### src/rtl/barrier_manager_if.sv
// Bundles the per-frame control, spawn parameters, player/pixel coordinates and
// status outputs of barrier_manager.
interface barrier_manager_if;
    logic       Frame_Tick;
    logic       Game_Start;
    logic       Spawn_Req;
    logic [9:0] Random_BarrierX;
    logic [9:0] Random_BarrierY;
    logic [9:0] Random_Barrier_Height;
    logic [9:0] Random_Barrier_Length;
    logic [9:0] Player_X;
    logic [9:0] Player_Y;
    logic [9:0] Player_Size;
    logic [9:0] DrawX;
    logic [9:0] DrawY;
    logic       Barrier_On;
    logic [3:0] Active_Mask;
    logic       Spawn_Ack;
    logic       Spawn_Drop;
    logic       Collision;

    modport master (
        output Frame_Tick, Game_Start, Spawn_Req,
        output Random_BarrierX, Random_BarrierY, Random_Barrier_Height, Random_Barrier_Length,
        output Player_X, Player_Y, Player_Size, DrawX, DrawY,
        input  Barrier_On, Active_Mask, Spawn_Ack, Spawn_Drop, Collision
    );

    modport slave (
        input  Frame_Tick, Game_Start, Spawn_Req,
        input  Random_BarrierX, Random_BarrierY, Random_Barrier_Height, Random_Barrier_Length,
        input  Player_X, Player_Y, Player_Size, DrawX, DrawY,
        output Barrier_On, Active_Mask, Spawn_Ack, Spawn_Drop, Collision
    );
endinterface

### src/rtl/barrier_manager.sv
// Four-slot scrolling barrier store: spawns, scrolls and retires barriers, detects
// player collisions per frame and produces a registered per-pixel barrier flag.
module barrier_manager #(
    parameter int unsigned SCROLL_STEP = 2,
    parameter int unsigned NUM_SLOTS   = 4
) (
    input  logic             Clk,
    input  logic             Reset,
    barrier_manager_if.slave bus
);

    localparam int unsigned IdxW = $clog2(NUM_SLOTS);
    localparam logic [10:0] Step = 11'(SCROLL_STEP);

    typedef enum logic [1:0] {StIdle, StRun, StHit} state_e;

    state_e               state_q;
    logic [9:0]           x_q [NUM_SLOTS];
    logic [9:0]           y_q [NUM_SLOTS];
    logic [9:0]           h_q [NUM_SLOTS];
    logic [9:0]           l_q [NUM_SLOTS];
    logic [NUM_SLOTS-1:0] active_q;
    logic                 barrier_on_q, spawn_ack_q, spawn_drop_q, collision_q;

    logic [10:0]          right_e [NUM_SLOTS];
    logic [10:0]          bottom_e [NUM_SLOTS];
    logic [9:0]           x_scr [NUM_SLOTS];
    logic [9:0]           l_scr [NUM_SLOTS];
    logic [NUM_SLOTS-1:0] overlap, pix_in, retire;
    logic [10:0]          player_r, player_b;
    logic                 hit, have_free;
    logic [IdxW-1:0]      free_idx;

    // All edges are 11 bits wide so barriers near the right border never wrap.
    always_comb begin
        player_r  = {1'b0, bus.Player_X} + {1'b0, bus.Player_Size};
        player_b  = {1'b0, bus.Player_Y} + {1'b0, bus.Player_Size};
        have_free = 1'b0;
        free_idx  = '0;
        for (int i = 0; i < int'(NUM_SLOTS); i++) begin
            right_e[i]  = {1'b0, x_q[i]} + {1'b0, l_q[i]};
            bottom_e[i] = {1'b0, y_q[i]} + {1'b0, h_q[i]};
            overlap[i]  = active_q[i]
                        && ({1'b0, bus.Player_X} < right_e[i]) && ({1'b0, x_q[i]} < player_r)
                        && ({1'b0, bus.Player_Y} < bottom_e[i]) && ({1'b0, y_q[i]} < player_b);
            pix_in[i]   = active_q[i]
                        && (x_q[i] <= bus.DrawX) && ({1'b0, bus.DrawX} < right_e[i])
                        && (y_q[i] <= bus.DrawY) && ({1'b0, bus.DrawY} < bottom_e[i]);
            retire[i]   = ({1'b0, x_q[i]} < Step) && (right_e[i] <= Step);
            if ({1'b0, x_q[i]} < Step) begin
                x_scr[i] = '0;
                l_scr[i] = l_q[i] - 10'(Step - {1'b0, x_q[i]});
            end else begin
                x_scr[i] = x_q[i] - 10'(Step);
                l_scr[i] = l_q[i];
            end
        end
        // Scan downward so the lowest free index wins; retiring slots are still active here.
        for (int i = int'(NUM_SLOTS) - 1; i >= 0; i--) begin
            if (!active_q[i]) begin
                have_free = 1'b1;
                free_idx  = IdxW'(i);
            end
        end
        hit = |overlap;
    end

    always_ff @(posedge Clk or posedge Reset) begin
        if (Reset) begin
            state_q      <= StIdle;
            active_q     <= '0;
            barrier_on_q <= 1'b0;
            spawn_ack_q  <= 1'b0;
            spawn_drop_q <= 1'b0;
            collision_q  <= 1'b0;
            for (int i = 0; i < int'(NUM_SLOTS); i++) begin
                x_q[i] <= '0;
                y_q[i] <= '0;
                h_q[i] <= '0;
                l_q[i] <= '0;
            end
        end else begin
            barrier_on_q <= |pix_in;
            spawn_ack_q  <= 1'b0;
            spawn_drop_q <= 1'b0;
            case (state_q)
                StIdle: begin
                    if (bus.Game_Start) begin
                        state_q  <= StRun;
                        active_q <= '0;
                    end
                end
                StRun: begin
                    if (bus.Game_Start) begin
                        active_q <= '0;
                    end else begin
                        // A collision freezes the slots with their pre-scroll positions.
                        if (bus.Frame_Tick && hit) begin
                            state_q     <= StHit;
                            collision_q <= 1'b1;
                        end else if (bus.Frame_Tick) begin
                            for (int i = 0; i < int'(NUM_SLOTS); i++) begin
                                if (active_q[i]) begin
                                    if (retire[i]) begin
                                        active_q[i] <= 1'b0;
                                    end else begin
                                        x_q[i] <= x_scr[i];
                                        l_q[i] <= l_scr[i];
                                    end
                                end
                            end
                        end
                        if (bus.Spawn_Req) begin
                            if (have_free) begin
                                x_q[free_idx]      <= bus.Random_BarrierX;
                                y_q[free_idx]      <= bus.Random_BarrierY;
                                h_q[free_idx]      <= bus.Random_Barrier_Height;
                                l_q[free_idx]      <= bus.Random_Barrier_Length;
                                active_q[free_idx] <= 1'b1;
                                spawn_ack_q        <= 1'b1;
                            end else begin
                                spawn_drop_q <= 1'b1;
                            end
                        end
                    end
                end
                StHit: begin
                    if (bus.Game_Start) begin
                        state_q     <= StRun;
                        collision_q <= 1'b0;
                        active_q    <= '0;
                    end
                end
                default: begin
                    state_q     <= StIdle;
                    collision_q <= 1'b0;
                end
            endcase
        end
    end

    assign bus.Barrier_On  = barrier_on_q;
    assign bus.Active_Mask = active_q;
    assign bus.Spawn_Ack   = spawn_ack_q;
    assign bus.Spawn_Drop  = spawn_drop_q;
    assign bus.Collision   = collision_q;

endmodule

### src/flat_wrapper.sv
// flat-port wrapper written by rule: the top's interface ports become plain ports
module barrier_manager_flat 
#(
    parameter int unsigned SCROLL_STEP = 2,
    parameter int unsigned NUM_SLOTS   = 4
)
  (Clk, Reset, bus_Frame_Tick, bus_Game_Start, bus_Spawn_Req, bus_Random_BarrierX, bus_Random_BarrierY, bus_Random_Barrier_Height, bus_Random_Barrier_Length, bus_Player_X, bus_Player_Y, bus_Player_Size, bus_DrawX, bus_DrawY, bus_Barrier_On, bus_Active_Mask, bus_Spawn_Ack, bus_Spawn_Drop, bus_Collision);
  barrier_manager_if bus_i ();
  input  logic Clk;
  input  logic Reset;
  input wire logic [$bits(bus_i.Frame_Tick)-1:0] bus_Frame_Tick;
  input wire logic [$bits(bus_i.Game_Start)-1:0] bus_Game_Start;
  input wire logic [$bits(bus_i.Spawn_Req)-1:0] bus_Spawn_Req;
  input wire logic [$bits(bus_i.Random_BarrierX)-1:0] bus_Random_BarrierX;
  input wire logic [$bits(bus_i.Random_BarrierY)-1:0] bus_Random_BarrierY;
  input wire logic [$bits(bus_i.Random_Barrier_Height)-1:0] bus_Random_Barrier_Height;
  input wire logic [$bits(bus_i.Random_Barrier_Length)-1:0] bus_Random_Barrier_Length;
  input wire logic [$bits(bus_i.Player_X)-1:0] bus_Player_X;
  input wire logic [$bits(bus_i.Player_Y)-1:0] bus_Player_Y;
  input wire logic [$bits(bus_i.Player_Size)-1:0] bus_Player_Size;
  input wire logic [$bits(bus_i.DrawX)-1:0] bus_DrawX;
  input wire logic [$bits(bus_i.DrawY)-1:0] bus_DrawY;
  output wire logic [$bits(bus_i.Barrier_On)-1:0] bus_Barrier_On;
  output wire logic [$bits(bus_i.Active_Mask)-1:0] bus_Active_Mask;
  output wire logic [$bits(bus_i.Spawn_Ack)-1:0] bus_Spawn_Ack;
  output wire logic [$bits(bus_i.Spawn_Drop)-1:0] bus_Spawn_Drop;
  output wire logic [$bits(bus_i.Collision)-1:0] bus_Collision;
  assign bus_i.Frame_Tick = bus_Frame_Tick;
  assign bus_i.Game_Start = bus_Game_Start;
  assign bus_i.Spawn_Req = bus_Spawn_Req;
  assign bus_i.Random_BarrierX = bus_Random_BarrierX;
  assign bus_i.Random_BarrierY = bus_Random_BarrierY;
  assign bus_i.Random_Barrier_Height = bus_Random_Barrier_Height;
  assign bus_i.Random_Barrier_Length = bus_Random_Barrier_Length;
  assign bus_i.Player_X = bus_Player_X;
  assign bus_i.Player_Y = bus_Player_Y;
  assign bus_i.Player_Size = bus_Player_Size;
  assign bus_i.DrawX = bus_DrawX;
  assign bus_i.DrawY = bus_DrawY;
  assign bus_Barrier_On = bus_i.Barrier_On;
  assign bus_Active_Mask = bus_i.Active_Mask;
  assign bus_Spawn_Ack = bus_i.Spawn_Ack;
  assign bus_Spawn_Drop = bus_i.Spawn_Drop;
  assign bus_Collision = bus_i.Collision;
  barrier_manager #(.SCROLL_STEP(SCROLL_STEP), .NUM_SLOTS(NUM_SLOTS)) u_core (.Clk(Clk), .Reset(Reset), .bus(bus_i));
endmodule
### config.mk
export PLATFORM = sky130hd
export DESIGN_NAME = barrier_manager_flat
export DESIGN_NICKNAME = d
export VERILOG_FILES = /design/src/rtl/barrier_manager_if.sv /design/src/rtl/barrier_manager.sv /design/src/flat_wrapper.sv
export SDC_FILE = /design/constraint.sdc
export NUM_CORES = 1
export LEC_CHECK = 0
export CAP_MARGIN = 20
export CORE_ASPECT_RATIO = 0.9
export CORE_MARGIN = 4
export CORE_UTILIZATION = 60
export DETAILED_ROUTE_END_ITERATION = 10
export PLACE_DENSITY = 0.8
export SKIP_LAST_GASP = 1
export SLEW_MARGIN = 20
export SYNTH_ARGS = -nofsm -noshare
export SYNTH_HDL_FRONTEND = slang
export SYNTH_SLANG_ARGS = --single-unit
### constraint.sdc
create_clock -name Clk -period 6.8 [get_ports Clk]
set_input_delay 1.36 -clock Clk [delete_from_list [all_inputs] [get_ports Clk]]
set_output_delay 1.36 -clock Clk [all_outputs]
set_load 0.02 [all_outputs]
# Yosys cells after proc, flatten, opt, wreduce, memory -nomap -nowiden
# Cells that the tools add are included.
dict set report word_totals {
  ff_bits 170
  input_bits 95
}
dict set report classes {
  n_addsub 22
  order_cmp 44
  n_eq_ne 6
  n_mux 85
  bitwise_logic 4
  n_reduce_logical 49
}
# cell n
set op_table {}
lappend op_table {{$mux W40} 12}
lappend op_table {{$lt A10 B11 Y1} 24}
lappend op_table {{$mux W10} 25}
lappend op_table {{$bwmux W40} 4}
lappend op_table {{$add A10 B10 Y11} 10}
lappend op_table {{$le A10 B10 Y1} 8}
lappend op_table {{$le A11 B2 Y1 const B} 4}
lappend op_table {{$lt A10 B2 Y1 const B} 4}
lappend op_table {{$sub A10 B10 Y10} 4}
lappend op_table {{$sub A10 B2 Y10 const B} 4}
lappend op_table {{$sub A2 B10 Y10 const A} 4}
lappend op_table {{$logic_and A1 B1 Y1} 39}
lappend op_table {{$mux W4} 8}
lappend op_table {{$mux W1} 24}
lappend op_table {{$demux W10 S2} 1}
lappend op_table {{$mux W2} 7}
lappend op_table {{$pmux W4 S2} 1}
lappend op_table {{$reduce_and A4 Y1} 2}
lappend op_table {{$reduce_or A4 Y1} 2}
lappend op_table {{$ne A2 B1 Y1 const B} 2}
lappend op_table {{$ne A2 B2 Y1 const B} 2}
lappend op_table {{$or A4 B4 Y4} 1}
lappend op_table {{$pmux W2 S2} 1}
lappend op_table {{$reduce_and A2 Y1} 2}
lappend op_table {{14 further kinds} 15}

# Logic depth before layout (Yosys ltp)
# Gate-level depths: netlist (run 1).
dict set report logic_depth {
  word_depth 16
  mapped_depth 22
  ltp_nobuf 20
}

# Worst setup path before layout (run 1)
# No wires, ideal clock.
dict set report synth_timing {
  kind {input to register}
  start {in bus_Player_Size[1]}
  end {reg u_core.x_q[1] (netlist bit)}
  setup_time_ps 136
  t_arrival_ps 5314
  setup_slack_ps 1351
  path_stages 21
  cell_sequence {ha_1 a21o_1 a21oi_1 o21bai_1 a21oi_1 o21bai_1 a21oi_1 o21bai_1 a21oi_1 xor2_1 ha_1 o2111a_1 a221oi_1 o2bb2ai_1 a2111oi_0 a211o_1 buf_6 nor3_2 buf_2 a211oi_1 a211oi_1}
}
dict set report synth_between {
  elab_chain_len 13
}
# item line_no
set synth_rtl {}
lappend synth_rtl {{from (decl)} flat_wrapper.sv:20} ;# input wire logic [$bits(bus_i.Player_Size)-1:0] bus_Player_Size;
lappend synth_rtl {{$add A10 B10 Y11} barrier_manager.sv:36} ;# player_r = {1'b0, bus.Player_X} + {1'b0, bus.Player_Size};
lappend synth_rtl {{$lt A10 B11 Y1} barrier_manager.sv:44} ;# && ({1'b0, bus.Player_X} < right_e[i]) && ({1'b0, x_q[i]} < player_r)
lappend synth_rtl {{$logic_and A1 B1 Y1} barrier_manager.sv:44}
lappend synth_rtl {{$logic_and A1 B1 Y1 (2 in a row)} barrier_manager.sv:45} ;# && ({1'b0, bus.Player_Y} < bottom_e[i]) && ({1'b0, y_q[i]} < player_b);
lappend synth_rtl {{$reduce_or A4 Y1 *} barrier_manager.sv:65} ;# hit = |overlap;
lappend synth_rtl {{$logic_and A1 B1 Y1 *} barrier_manager.sv:98} ;# if (bus.Frame_Tick && hit) begin
lappend synth_rtl {{$mux W40 *} barrier_manager.sv:98}
lappend synth_rtl {{$mux W40 *} barrier_manager.sv:94} ;# if (bus.Game_Start) begin
lappend synth_rtl {{$mux W40 *} barrier_manager.sv:86} ;# case (state_q)
lappend synth_rtl {{$bwmux W40} barrier_manager.sv:115} ;# x_q[free_idx] <= bus.Random_BarrierX;
lappend synth_rtl {{$mux W40} barrier_manager.sv:114} ;# if (have_free) begin
lappend synth_rtl {{$mux W40 *} barrier_manager.sv:113} ;# if (bus.Spawn_Req) begin
lappend synth_rtl {{to (signal, indexed assignment)} barrier_manager.sv:107} ;# x_q[i] <= x_scr[i];
lappend synth_rtl {{to (signal, indexed assignment)} barrier_manager.sv:115}
lappend synth_rtl {{to (decl)} barrier_manager.sv:18} ;# logic [9:0] x_q [NUM_SLOTS];
# Mark *: on every way between the ends. The rest lies on a longest branch, timed or not. The select of a mux whose other input is x is not followed.
# A chain may end at the register's enable or synchronous reset.

# Worst setup path after layout (run 1)
dict set report layout_timing {
  start {in bus_Player_Size[0]}
  end {reg u_core.l_q[9] (netlist bit)}
}
dict set report layout_between {
  elab_chain_len 13
}
# item line_no
set layout_rtl {}
lappend layout_rtl {{$add A10 B10 Y11} barrier_manager.sv:36}
lappend layout_rtl {{$lt A10 B11 Y1} barrier_manager.sv:44}
lappend layout_rtl {{$logic_and A1 B1 Y1} barrier_manager.sv:44}
lappend layout_rtl {{$logic_and A1 B1 Y1 (2 in a row)} barrier_manager.sv:45}
lappend layout_rtl {{$reduce_or A4 Y1 *} barrier_manager.sv:65}
lappend layout_rtl {{$logic_and A1 B1 Y1 *} barrier_manager.sv:98}
lappend layout_rtl {{$mux W40 *} barrier_manager.sv:98}
lappend layout_rtl {{$mux W40 *} barrier_manager.sv:94}
lappend layout_rtl {{$mux W40 *} barrier_manager.sv:86}
lappend layout_rtl {{$bwmux W40} barrier_manager.sv:118} ;# l_q[free_idx] <= bus.Random_Barrier_Length;
lappend layout_rtl {{$mux W40} barrier_manager.sv:114}
lappend layout_rtl {{$mux W40 *} barrier_manager.sv:113}
lappend layout_rtl {{to (signal, indexed assignment)} barrier_manager.sv:108} ;# l_q[i] <= l_scr[i];
lappend layout_rtl {{to (signal, indexed assignment)} barrier_manager.sv:118}
lappend layout_rtl {{to (decl)} barrier_manager.sv:21} ;# logic [9:0] l_q [NUM_SLOTS];
# Marks and branches as above.

==> flow_summary.json, run 1 <==
{
  "crit_path_frequent_cell": "nor2_1",
  "tightest_slew_ns": 1.07,
  "hold_depth": 2,
  "ant_nets": 0,
  "grt_max_degree": 88,
  "fmaxAchievable_ghz": 0.155,
  "min_path_type": "flip-flop to flip-flop",
  "fin_nets": 3094,
  "row_count": 63,
  "hold_buffers": 0,
  "die_x_um": 201,
  "crit_slowest_cell": "nor4_4",
  "instances_no_fill": 2979,
  "cp.buffers_inverters": 2,
  "syn-num-nets": 2974,
  "die_area_um2": 36500,
  "antenna_found_initial": 1,
  "route.detailed.drc": 0,
  "fin_crit_sh": 0.947,
  "cts_resized": 0,
  "reg2reg_from": "u_core.y_q[21]",
  "cts_sinks": 170,
  "synth-async-reset-ratio": 1.00,
  "gp_congestion": 1.05,
  "hpwl_mm": 58.6,
  "ys_ff_latch": 170,
  "crit_path_end_kind": "flip-flop",
  "viasPerCell": 6.66,
  "startpoint_type": "input port",
  "synth_edf_count": 0,
  "numCtsBuffers": 17,
  "drt-initial-drc-count": 2358,
  "rsz0062_at_grt": "false",
  "area_growth_pct": 11.8,
  "drv_slew": 0,
  "placed_cells": 2948,
  "ys_types": 87,
  "vias": 19850,
  "yosys_warnings": 0,
  "grt_first_pass_wirelength_mm": 112,
  "synth_ff_type": "dfrtp_1",
  "critPathTopFamily": "compound AO/OA/AOI/OAI gates",
  "hold_violations": 0,
  "clk_latency_ns": 0.48,
  "leakagePower_nw": 11.4,
  "track_usage": 0.398,
  "ff2ff_path_depth": 19,
  "ios": 103,
  "period_needed_ns": 6.44,
  "h-tree-depth": 4,
  "crit_fanout": 10,
  "worstHoldStart": "u_core.h_q[25]",
  "wl_per_cell_um": 24.8,
  "critPathMaxStageDelay_ns": 0.69,
  "synthCells": 2425,
  "n_antenna_cell": 0,
  "cts_tree": "built",
  "min_to": "u_core.h_q[25]",
  "synth_area_um2": 20100,
  "core_um2": 32900,
  "critPathArrivalTime_ns": 6.77,
  "grt_pass1_vias": 19257,
  "preCtsSetupSlack_ns": -0.0980,
  "numPortBuffers": 102,
  "setup_violations": 0,
  "cts.clk_slew.worst_paths_ns": 0.07,
  "drive_gt1_frac": 0.0426,
  "maxCapViolCount": 0,
  "fin_skew_ns": 0.0114,
  "r2r_end": "u_core.x_q[33]",
  "cts_setup_buffers": 0,
  "hold_slack_ns": 0.486,
  "setup_slack_ns": 0.362,
  "syn_avg_cell_area_um2": 8.28,
  "finalWirelength_mm": 73.9,
  "dieHeight_um": 182,
  "slew-limit-headroom": 0.273,
  "grt_overflow": 0,
  "outcome": "complete, no violations",
  "floorplan.initialDensity": 0.609,
  "vdd.ir_drop.worst_mv": 0.313,
  "powerDensity_nw_per_um2": 449,
  "synth_seq_area_share": 0.212,
  "crit_chain": "clkdlybuf4s50_1 > buf_4 > ha_1 > fa_1 > a211oi_1 > nor2_1 > nor2_1 > nor2_1 > nor2_1 > xor2_1 > ha_1 > o2111ai_1 > nor3_1 > o2111ai_1 > a21oi_1 > a2111o_1 > a221oi_1 > a211oi_2 > nand2b_1 > nor4_4 > a211oi_1",
  "cp_data_required_time_ns": 7.13,
  "drt-pass1-iter-count": 6,
  "root_buffer": "clkbuf_16",
  "clock_path_buffers": 2,
  "path_class": "input port to flip-flop",
  "p_total_mw": 10.1,
  "r2r_slack_ns": 1.16
}
cells by family after synthesis:
| family | synth area share |
|---|---|
| AND/OR/NAND/NOR | 0.166 |
| AO/OA/AOI/OAI | 0.235 |
| adder cells (fa/ha/maj) | 0.291 |
| buffers and inverters | 0.0539 |
| flip-flops | 0.212 |
| XOR/XNOR | 0.0419 |
| multiplexers | 0.000997 |
through the flow:
stage	setup TNS (ns)	util	cell area, µm²
global placement	0	0.663	21900
detailed placement	-0.350	0.663	21900
CTS	0	0.681	22400
floorplan	0	-	20100
global route	0	0.681	22400
finish	0	0.681	22400
synth_stat cells (14+ instances only):
| cell type | number | area (µm²) |
|---|---|---|
| a211o_1 | 16 | 140 |
| nor3_1 | 64 | 320 |
| or3_1 | 16 | 100 |
| and3_1 | 15 | 93.8 |
| nand4_1 | 25 | 156 |
| nor2b_1 | 23 | 144 |
| nand2_1 | 338 | 1270 |
| nand3_1 | 31 | 155 |
| fa_1 | 14 | 280 |
| a21oi_1 | 162 | 811 |
| xor2_1 | 31 | 272 |
| clkbuf_1 | 38 | 143 |
| a221oi_1 | 18 | 158 |
| o21ai_0 | 92 | 460 |
| o211ai_1 | 16 | 120 |
| nand2b_1 | 37 | 231 |
| dfrtp_1 | 170 | 4250 |
| o2111ai_1 | 16 | 140 |
| a21o_1 | 102 | 766 |
| a211oi_1 | 53 | 398 |
| a31oi_1 | 15 | 93.8 |
| nor2_1 | 135 | 507 |
| o21bai_1 | 30 | 225 |
| o21a_1 | 28 | 210 |
| inv_1 | 235 | 882 |
| ha_1 | 440 | 5510 |
| xnor2_1 | 65 | 569 |
how the worst max path moves through the flow:
stage	slack, ns	end	cells past startpoint	start
floorplan	0.84	u_core.bus.Active_Mask[0]	1	Reset
global placement	0.01	u_core.l_q[10]	21	bus_Player_Size[0]
detailed placement	-0.1	u_core.x_q[33]	20	bus_Player_Y[1]
CTS	0.34	u_core.x_q[33]	20	bus_Player_Y[1]
global route	0.05	u_core.l_q[31]	22	bus_Player_Size[0]
finish	0.36	u_core.l_q[9]	21	bus_Player_Size[0]
metal layers:
metal	GRT usage	up-vias	part of all wire
met1	0.558	9461	0.42
li1	-	9033	-
met2	0.557	1122	0.40
met5	0	-	0.00022
met3	0.134	232	0.14
met4	0.176	2	0.047
report_power, final:
part | internal, mW | switching (mW) | leakage (nW)
clock | 0.519 | 0.507 | 0.281
sequential | 1.33 | 0.603 | 2.12
combinational | 3.01 | 4.11 | 8.96
tightest hold or removal path, cell delays in order, from the launching register on:
cell and delay [ns]:
dfrtp_1 0.35, nand2_1 0.05, nand2_1 0.05
state kept, by name, indices dropped and copies added, names as in the netlist:
register and count:
u_core.h_q 40, u_core.l_q 40, u_core.x_q 40, u_core.y_q 40, u_core.bus.Active_Mask 4, u_core.state_q 2
u_core.bus.Barrier_On 1, u_core.bus.Collision 1, u_core.bus.Spawn_Ack 1, u_core.bus.Spawn_Drop 1
placed cells by master, fill, tap and decap left out, drive strengths merged, types with 7 or more instances in the layout:
cell type	netlist	layout
ha	440	440
inv	235	241
o31a	7	7
and3	15	15
nor2	136	136
a31oi	15	15
o21a	28	28
fa	14	14
nand4	25	25
a211oi	54	54
a211o	16	16
nand2b	37	37
clkbuf	38	18
a21oi	163	163
and2	8	8
buf	11	48
a32oi	7	7
o22ai	9	9
a221oi	18	18
a221o	11	11
nor4	12	12
nand3	31	31
o2111ai	16	16
a2111oi	12	12
o21ai	102	102
nor2b	23	23
xnor2	65	65
or3	16	16
xor2	31	31
a21o	102	102
o31ai	13	13
o211ai	16	16
nor3	68	68
o221a	8	8
clkdlybuf4s50	0	102
dfrtp	170	170
o21bai	30	30
nand2	338	338
layout make-up:
class,instances,area [µm²]
Multi-Input combinational cell,1971,14800
Fill cell,2709,10500
Sequential cell,170,4250
Timing Repair Buffer,150,1410
Inverter,235,887
Tap cell,422,528
Clock buffer,18,429
Clock inverter,13,154
Note: power is estimated with default switching activity, not from simulation.
==> run 2: changes to the inputs <==
--- a/config.mk
+++ b/config.mk
@@ -7,8 +7,9 @@
 export LEC_CHECK = 0
 export CAP_MARGIN = 20
 export CORE_ASPECT_RATIO = 0.9
-export CORE_MARGIN = 4
+export CORE_MARGIN = 5
 export CORE_UTILIZATION = 60
+export CTS_CLUSTER_DIAMETER = 50
 export DETAILED_ROUTE_END_ITERATION = 10
 export PLACE_DENSITY = 0.8
 export SKIP_LAST_GASP = 1
==> flow_summary.json, run 2 (synthesis results as in run 1) <==
{
  "fin_crit_sh": 0.959,
  "grt_first_pass_wirelength_mm": 112,
  "finalWirelength_mm": 74.7,
  "grt_max_degree": 97,
  "die_x_um": 203,
  "critPathArrivalTime_ns": 6.91,
  "clk_latency_ns": 0.48,
  "slew-limit-headroom": 0.275,
  "gp_congestion": 1.05,
  "cts_tree": "built",
  "hold_buffers": 0,
  "fillers": 2730,
  "r2r_slack_ns": 1.17,
  "drt-initial-drc-count": 2239,
  "grt_overflow": 0,
  "core_um2": 33000,
  "maxCapViolCount": 0,
  "min_path_type": "flip-flop to flip-flop",
  "numCtsBuffers": 17,
  "tightest_slew_ns": 1.08,
  "row_count": 63,
  "vdd.ir_drop.worst_mv": 0.309,
  "internal-power_mw": 4.82,
  "leakagePower_nw": 11.3,
  "outcome": "complete, no violations",
  "ff2ff_path_depth": 20,
  "final_common_cell": "ha_1",
  "hold_violations": 0,
  "numPortBuffers": 102,
  "cts.clk_slew.worst_paths_ns": 0.08,
  "crit_fanout": 12,
  "hpwl_mm": 59.1,
  "min_to": "u_core.h_q[13]",
  "ios": 103,
  "startpoint_type": "input port",
  "powerDensity_nw_per_um2": 450,
  "path_class": "input port to flip-flop",
  "die_area_um2": 37200,
  "h-tree-depth": 4,
  "n_antenna_cell": 0,
  "viasPerCell": 6.67,
  "antenna_found_initial": 2,
  "drive_gt1_frac": 0.0404,
  "fin_skew_ns": 0.0186,
  "fin_tns_setup_ns": 0,
  "fmaxAchievable_ghz": 0.153,
  "reg2reg_from": "u_core.y_q[21]",
  "root_buffer": "clkbuf_16",
  "wl_per_cell_um": 25.1,
  "power.clock.fraction": 0.104,
  "clock_path_buffers": 2,
  "rsz0062_at_grt": "false",
  "setup_violations": 0,
  "route.detailed.drc": 0,
  "drv_slew": 0,
  "cts_sinks": 170,
  "p_seq_frac": 0.191,
  "power_frac_comb": 0.705,
  "crit_path_end_kind": "flip-flop",
  "grt_pass1_vias": 19086,
  "drt-pass1-iter-count": 9,
  "worstHoldStart": "u_core.h_q[13]",
  "cts_resized": 0,
  "p_switching_mw": 5.25,
  "r2r_end": "u_core.x_q[3]",
  "hold_depth": 2,
  "area_growth_pct": 11.5,
  "ant_nets": 0,
  "cts_setup_buffers": 0,
  "dieHeight_um": 184,
  "hold_slack_ns": 0.490,
  "period_needed_ns": 6.52,
  "vias": 19824,
  "switching_share": 0.521,
  "floorplan.initialDensity": 0.608,
  "cp_data_required_time_ns": 7.19,
  "final_cell_mix": "ha_1, nand2_1, inv_1",
  "track_usage": 0.395,
  "fin_nets": 3086
}
run 2: power by group through the flow:
stage | combinational (mW) | sequential (mW) | clock (mW)
floorplan | 5.17 | 1.61 | 0
global placement | 6.59 | 1.88 | 0
detailed placement | 6.89 | 1.89 | 0
CTS | 6.96 | 1.87 | 1.05
global route | 7.95 | 1.93 | 1.08
finish | 7.09 | 1.93 | 1.05
run 2: through the flow:
step | utilization | power [mW] | area (µm²) | setup slack (ns) | cells
6_report | 0.678 | 10.1 | 22400 | 0.280 | 2972
3_3_place_gp | 0.660 | 8.47 | 21800 | 0.0651 | 2940
2_1_floorplan | - | 6.78 | 20100 | 0.837 | 2425
5_1_grt | 0.678 | 11.0 | 22400 | 0.113 | 2972
3_5_place_dp | 0.660 | 8.78 | 21800 | -0.0597 | 2940
4_1_cts | 0.678 | 9.88 | 22400 | 0.416 | 2972
run 2: worst max path at each step:
stage | from | to | slack [ns] | cells past startpoint
2_1_floorplan | Reset | u_core.bus.Active_Mask[0] | 0.84 | 1
3_3_place_gp | bus_Player_Y[1] | u_core.x_q[6] | 0.07 | 21
3_5_place_dp | bus_Player_Y[1] | u_core.x_q[33] | -0.06 | 21
4_1_cts | bus_Player_Y[1] | u_core.x_q[33] | 0.42 | 21
5_1_grt | bus_Player_Y[1] | u_core.l_q[32] | 0.11 | 21
6_report | bus_Player_Y[1] | u_core.x_q[3] | 0.28 | 21
run 2: final cells by class:
class	instances	area, µm²	share of cell area
timing repair buffer	142	1330	0.0596
multi-input combinational	1971	14800	0.660
tap	422	528	0.0236
inverter	235	887	0.0396
clock inverter	14	171	0.00766
clock buffer	18	429	0.0192
sequential	170	4250	0.190
run 2: worst max-delay path: stages:
cell and delay, ns:
clkdlybuf4s50_1 0.52, ha_1 0.24, a21o_1 0.17, a21oi_1 0.24
o21bai_1 0.10, a21oi_1 0.23, o21bai_1 0.09, a21oi_1 0.24
o21bai_1 0.11, a21oi_1 0.18, xor2_1 0.38, ha_1 0.34
o2111a_1 0.15, a221oi_1 0.28, o2bb2ai_1 0.13, a2111oi_0 0.87
a211o_1 0.45, buf_4 0.23, nor3_2 0.12, a31o_2 0.30
a32oi_1 0.17
run 2: metal layers:
layer	part of all wire	track usage	vias up	routed length, µm
li1	-	-	9011	-
met1	0.41	0.550	9441	31000
met2	0.41	0.581	1159	30300
met3	0.13	0.114	211	10100
met4	0.043	0.149	2	3180
met5	0.0022	0.0293	-	161
